==> config.mk <==
export PLATFORM = sky130hd
export DESIGN_NAME = c17_bist_ctrl
export DESIGN_NICKNAME = d
export VERILOG_FILES = /design/src/rtl/c17_bist_pkg.sv /design/src/rtl/c17_bist_misr.sv /design/src/rtl/c17_bist_ctrl.sv
export SDC_FILE = /design/constraint.sdc
export NUM_CORES = 1
export LEC_CHECK = 0
export ABC_AREA = 1
export CORE_MARGIN = 2
export CORE_UTILIZATION = 30
export CTS_CLUSTER_SIZE = 10
export DETAILED_ROUTE_END_ITERATION = 12
export MAX_ROUTING_LAYER = met4
export SLEW_MARGIN = 40
export SYNTH_ARGS = -nofsm -noshare
export SYNTH_HDL_FRONTEND = slang
export SYNTH_SLANG_ARGS = --single-unit
==> constraint.sdc <==
create_clock -name clk -period 2 [get_ports clk]
set_clock_uncertainty 0.2 [all_clocks]
set_input_delay 0.4 -clock clk [delete_from_list [all_inputs] [get_ports clk]]
set_output_delay 0.4 -clock clk [all_outputs]
set_load 0.05 [all_outputs]
==> src/rtl/c17_bist_pkg.sv <==
// Shared types and constants for the C17 BIST controller: FSM states, LFSR/MISR
// taps, pattern bit positions and the reference C17 function.
package c17_bist_pkg;

  typedef enum logic [1:0] {
    ST_IDLE,
    ST_RUN,
    ST_DRAIN,
    ST_DONE
  } state_e;

  // x^5 + x^3 + 1: feedback is q[4] ^ q[2]
  localparam int unsigned LFSR_TAP_HI = 4;
  localparam int unsigned LFSR_TAP_LO = 2;

  // x^16 + x^12 + x^5 + 1
  localparam logic [15:0] MISR_POLY = 16'h1021;

  localparam int unsigned PAT_1GAT = 0;
  localparam int unsigned PAT_2GAT = 1;
  localparam int unsigned PAT_3GAT = 2;
  localparam int unsigned PAT_6GAT = 3;
  localparam int unsigned PAT_7GAT = 4;

  function automatic logic [4:0] lfsr_step(input logic [4:0] q);
    return {q[3:0], q[LFSR_TAP_HI] ^ q[LFSR_TAP_LO]};
  endfunction

  // Returns {23GAT, 22GAT}
  function automatic logic [1:0] c17_golden(input logic [4:0] pat);
    logic n6;
    logic n7;
    logic n8;
    n6 = pat[PAT_1GAT] & pat[PAT_3GAT];
    n7 = pat[PAT_3GAT] & pat[PAT_6GAT];
    n8 = pat[PAT_2GAT] & ~n7;
    return {n8 | (pat[PAT_7GAT] & ~n7), n6 | n8};
  endfunction

endpackage

==> src/rtl/c17_bist_misr.sv <==
// 16-bit multiple-input signature register with synchronous load, enable and a
// 2-bit parallel input folded into bits [1:0].
module c17_bist_misr
  import c17_bist_pkg::*;
#(
  parameter logic [15:0] SEED = 16'hFFFF
) (
  input  logic        clk,
  input  logic        rst_n,
  input  logic        load_i,
  input  logic        en_i,
  input  logic [1:0]  data_i,
  output logic [15:0] sig_o
);

  logic [15:0] sig_q;
  logic [15:0] sig_d;

  always_comb begin
    sig_d = sig_q;
    if (load_i) begin
      sig_d = SEED;
    end else if (en_i) begin
      sig_d = {sig_q[14:0], 1'b0} ^ ({16{sig_q[15]}} & MISR_POLY) ^ {14'b0, data_i};
    end
  end

  always_ff @(posedge clk or negedge rst_n) begin
    if (!rst_n) begin
      sig_q <= SEED;
    end else begin
      sig_q <= sig_d;
    end
  end

  assign sig_o = sig_q;

endmodule

==> src/rtl/c17_bist_ctrl.sv <==
// BIST controller for the C17 netlist: LFSR pattern source, latency-matched MISR capture.
// Define C17_BIST_GOLDEN_EN to compile in the golden-model compare and mismatch counter.
module c17_bist_ctrl
  import c17_bist_pkg::*;
#(
  parameter int unsigned NUM_VECTORS = 32,
  parameter logic [4:0]  LFSR_SEED   = 5'h01,
  parameter logic [15:0] MISR_SEED   = 16'hFFFF,
  parameter int unsigned RESP_LAT    = 0
) (
  input  logic        clk,
  input  logic        rst_n,
  input  logic        start,
  output logic [4:0]  pattern,
  output logic        pattern_valid,
  input  logic [1:0]  response,
  output logic        busy,
  output logic        done,
  output logic [15:0] signature,
  output logic [7:0]  mismatch_cnt
);

  localparam int unsigned CNT_W = (NUM_VECTORS < 1) ? 1 : $clog2(NUM_VECTORS + 1);
  localparam logic [4:0] SEED_N = (LFSR_SEED == 5'h00) ? 5'h01 : LFSR_SEED;
  localparam logic [CNT_W-1:0] CNT_LAST = CNT_W'((NUM_VECTORS == 0) ? 0 : NUM_VECTORS - 1);
  localparam logic [1:0] DRAIN_LAST = 2'((RESP_LAT == 0) ? 0 : RESP_LAT - 1);

  state_e           state_q, state_d;
  logic [4:0]       lfsr_q, lfsr_d;
  logic [CNT_W-1:0] cnt_q, cnt_d;
  logic [1:0]       dcnt_q, dcnt_d;
  logic             pv_q, pv_d;
  logic             busy_q, busy_d;
  logic             done_q, done_d;
  logic             launch;
  logic             cap_vld;

  always_comb begin
    state_d = state_q;
    lfsr_d  = lfsr_q;
    cnt_d   = cnt_q;
    dcnt_d  = dcnt_q;
    launch  = 1'b0;
    case (state_q)
      ST_IDLE, ST_DONE: begin
        if (start) begin
          launch = 1'b1;
          lfsr_d = SEED_N;
          cnt_d  = '0;
          dcnt_d = '0;
          if (NUM_VECTORS != 0)   state_d = ST_RUN;
          else if (RESP_LAT != 0) state_d = ST_DRAIN;
          else                    state_d = ST_DONE;
        end
      end
      ST_RUN: begin
        cnt_d = cnt_q + 1'b1;
        // The last pattern stays on the bus while the pipeline drains.
        if (cnt_q == CNT_LAST) begin
          state_d = (RESP_LAT != 0) ? ST_DRAIN : ST_DONE;
        end else begin
          lfsr_d = lfsr_step(lfsr_q);
        end
      end
      ST_DRAIN: begin
        dcnt_d = dcnt_q + 1'b1;
        if (dcnt_q == DRAIN_LAST) state_d = ST_DONE;
      end
      default: state_d = ST_IDLE;
    endcase

    pv_d   = (state_d == ST_RUN);
    busy_d = (state_d == ST_RUN) || (state_d == ST_DRAIN);
    done_d = (state_d == ST_DONE);
  end

  always_ff @(posedge clk or negedge rst_n) begin
    if (!rst_n) begin
      state_q <= ST_IDLE;
      lfsr_q  <= SEED_N;
      cnt_q   <= '0;
      dcnt_q  <= '0;
      pv_q    <= 1'b0;
      busy_q  <= 1'b0;
      done_q  <= 1'b0;
    end else begin
      state_q <= state_d;
      lfsr_q  <= lfsr_d;
      cnt_q   <= cnt_d;
      dcnt_q  <= dcnt_d;
      pv_q    <= pv_d;
      busy_q  <= busy_d;
      done_q  <= done_d;
    end
  end

`ifdef C17_BIST_GOLDEN_EN
  logic [1:0] gold_cap;
`endif

  // Valid (and golden value) travel RESP_LAT cycles to line up with the netlist response.
  generate
    if (RESP_LAT == 0) begin : g_lat0
      assign cap_vld = pv_q;
`ifdef C17_BIST_GOLDEN_EN
      assign gold_cap = c17_golden(lfsr_q);
`endif
    end else begin : g_latn
      logic [RESP_LAT-1:0] vld_sr_q;
      always_ff @(posedge clk or negedge rst_n) begin
        if (!rst_n) begin
          vld_sr_q <= '0;
        end else begin
          vld_sr_q[0] <= pv_q;
          for (int unsigned i = 1; i < RESP_LAT; i++) vld_sr_q[i] <= vld_sr_q[i-1];
        end
      end
      assign cap_vld = vld_sr_q[RESP_LAT-1];
`ifdef C17_BIST_GOLDEN_EN
      logic [1:0] gold_sr_q [RESP_LAT];
      always_ff @(posedge clk or negedge rst_n) begin
        if (!rst_n) begin
          for (int unsigned i = 0; i < RESP_LAT; i++) gold_sr_q[i] <= '0;
        end else begin
          gold_sr_q[0] <= c17_golden(lfsr_q);
          for (int unsigned i = 1; i < RESP_LAT; i++) gold_sr_q[i] <= gold_sr_q[i-1];
        end
      end
      assign gold_cap = gold_sr_q[RESP_LAT-1];
`endif
    end
  endgenerate

  c17_bist_misr #(
    .SEED (MISR_SEED)
  ) u_misr (
    .clk    (clk),
    .rst_n  (rst_n),
    .load_i (launch),
    .en_i   (cap_vld),
    .data_i (response),
    .sig_o  (signature)
  );

`ifdef C17_BIST_GOLDEN_EN
  logic [7:0] mm_q, mm_d;

  always_comb begin
    mm_d = mm_q;
    if (launch) begin
      mm_d = '0;
    end else if (cap_vld && (gold_cap != response) && (mm_q != 8'hFF)) begin
      mm_d = mm_q + 8'd1;
    end
  end

  always_ff @(posedge clk or negedge rst_n) begin
    if (!rst_n) begin
      mm_q <= '0;
    end else begin
      mm_q <= mm_d;
    end
  end

  assign mismatch_cnt = mm_q;
`else
  assign mismatch_cnt = '0;
`endif

  assign pattern       = lfsr_q;
  assign pattern_valid = pv_q;
  assign busy          = busy_q;
  assign done          = done_q;

endmodule

==> qor.yml <==
logic_synthesis:
  synth_seq_cells: 34
  post_synth_instance_area_um2: 1649
  mean_instance_size_in_the_synthesized_netlist_um2: 9.111
  ys_types: 23
  synth_warnings: 0
  synth.yosys.seq_area_share_pct: 52.88
  synthCells: 181
placement:
  portBuffers: 28
  dp_cells: 279
  dp_hpwl_um: 2351
  instance_area_after_placement_um2: 2178
  place.gp.congestion: 0.8107
floorplan:
  num_io_pins: 37
  initial_core_utilization_pct: 31.68
  core_region_um2: 5205
  die-area_um2: 6106
  die_x_um: 78.14
  die_h_um: 78.14
  floorplan.rows: 26
critical_path:
  cp_slowest_stage_delay_ps: 410
  critPathKind: "flip-flop to flip-flop"
  worst-endpoint-required_ps: 1980
  timing.reg2reg.setup_slack_ps: 110
  arrival_ps: 1870
  worst_reg_to_reg_path_cell_count: 7
  cp_slowest_cell: "sky130_fd_sc_hd__dfrtp_1"
  crit_path_cell_trace: "inv_1 -> ha_4 -> inv_1 -> o31ai_4 -> inv_1 -> ha_1 -> inv_1"
  critical_path.startpoint_type: "flip-flop"
  cp_common_cell: "sky130_fd_sc_hd__inv_1"
  critical_path.endpoint_type: "flip-flop"
  worst_setup_path_startpoint: "state_q[0]$_DFF_PN0_"
  timing.rr.start: "state_q[0]$_DFF_PN0_"
  cp_max_fo: 5
  r2r_end: "busy$_DFF_PN0_"
clocking:
  cts_num_sinks: 34
  cts.clk_slew.worst_paths_ps: 70
  cts_root_buffer: "sky130_fd_sc_hd__clkbuf_8"
  insertion_delay_ps: 290
  cts-htree-levels: 2
  holdBufCountCts: 0
  cts_max_path_buffers: 2
  tritoncts: "built"
  cts-buffers-inserted: 5
timing:
  setup-tns-final_ps: 0
  rsz0062_at_grt: "no"
  achievable-frequency_ghz: 0.5296
  setup_violations: 0
  report.final.slew_viol_count: 0
  min_clock_period_post_route_ps: 1888
  final_hold_viol_count: 0
  period_utilization_pct: 94.41
final_layout:
  final_net_count: 228
  n_fill_cell: 504
  layoutNonFillerInstCount: 288
  layout.cells.most_common: "sky130_fd_sc_hd__nand2_1"
  area.growth.synth_to_final_pct: 40.90
  diodes: 0
  finish.instance_area_um2: 2323
  layout.cells.most_common_list: "40 x sky130_fd_sc_hd__nand2_1, 21 x sky130_fd_sc_hd__inv_1, 19 x sky130_fd_sc_hd__buf_12, 17 x sky130_fd_sc_hd__dfrtp_1, 17 x sky130_fd_sc_hd__dfstp_2"
  drive_gt1_share_pct: 27.52
  final_util_pct: 44.64
detailed_routing:
  detail_route.iter0.violations: 71
  drt-vias-per-instance: 4.517
  antenna_violating_nets_post_route: 0
  route.detailed.drc: 0
  router_iterations_before_antenna_repair: 4
  route.detailed.wl_per_inst_um: 11.50
  route.vias.total: 1301
  route.final.wire_length_um: 3312
status:
  status: "completed"
global_route:
  globalRoute.totalOverflow: 0
  pin_count_of_the_biggest_net_entering_global_routing: 35
  grt_first_pass_wirelength_um: 5664
  gr-usage-all-layers_pct: 12.02
  antenna_violations_before_repair: 0
  grt_pass1_vias: 1245
flow_run:
  drv_cap: 0
min_path:
  min-delay-path-class: "input pin to async pin"
## per-layer routing
metal	routed length, um	track usage, %
met4	44	3.684
met2	1512	18.36
met5	0	-
met1	1528	14.61
met3	226	4.943
## registers in the layout, summed over array words and instances, names as in the netlist
register	cells
busy	1
cnt_q	6
dcnt_q	2
done	1
pattern	5
pattern_valid	1
state_q	2
u_misr.sig_o	16
## synth_stat cells, drive strengths merged
library cell	instances	area, um2
a21oi	7	35.03
and2	1	6.260
buf	12	80.08
conb	1	3.750
dfrtp	17	425.4
dfstp	17	446.7
ha	6	75.07
inv	21	78.83
nand2	42	167.7
nand3	14	70.07
nand4	3	18.77
nor2	9	33.78
o211ai	8	60.06
o21ai	16	91.34
o21bai	1	7.510
o31ai	1	7.510
or2	1	6.260
xnor2	4	35.03
## worst max-delay path: cells and delay by family, from the launching register on
kind / cells / cell delay [ps]
AO/OA/AOI/OAI: 1 / 260
buffers and inverters: 4 / 340
adder cells (fa/ha/maj): 2 / 580
flip-flops: 1 / 410
## worst max-delay path by stage
stage / endpoint / depth (start not counted)
after global routing: busy$_DFF_PN0_ / 7
after floorplan: busy$_DFF_PN0_ / 7
final: busy$_DFF_PN0_ / 7
after detailed placement: busy$_DFF_PN0_ / 7
after global placement: busy$_DFF_PN0_ / 7
after CTS: busy$_DFF_PN0_ / 7
## logic make-up (layout without fill, tap and decap cells)
family	count (synthesis)	count (layout)	share of synthesized area, %
adders and majority gates	6	6	4.552
buffers and inverters	33	63	9.636
xor gates and xnor gates	4	4	2.124
AOI/OAI and AO/OA	33	33	12.22
DFF	34	34	52.88
and+or+nand+nor	70	70	18.36
other	1	8	0.2274
## layout make-up
cell class	count	area (um2)	area share, %
sequential	34	872.1	37.53
multi-input combinational	121	670.6	28.86
timing repair buffer	34	503.0	21.65
clock buffer	8	111.4	4.793
tap	70	87.58	3.770
inverter	21	78.83	3.393
## metrics by stage
stage / hold WS (ps) / setup slack (ps)
2_1_floorplan: -95.59 / 186.0
3_3_place_gp: 292.9 / 108.5
3_5_place_dp: 291.0 / 24.71
4_1_cts: 280.6 / 10.18
5_1_grt: 279.8 / 8.610
6_report: 283.2 / 111.7
## timing repair
item | in CTS | in global routing
hold endpoints to repair | 0 | 0
setup buffers | 0 | 1
setup endpoints to repair | 0 | 4
resized for setup | 0 | 4
Power is not shown: default switching activity piles up to over one toggle a cycle in this logic, so the estimate is an artifact.
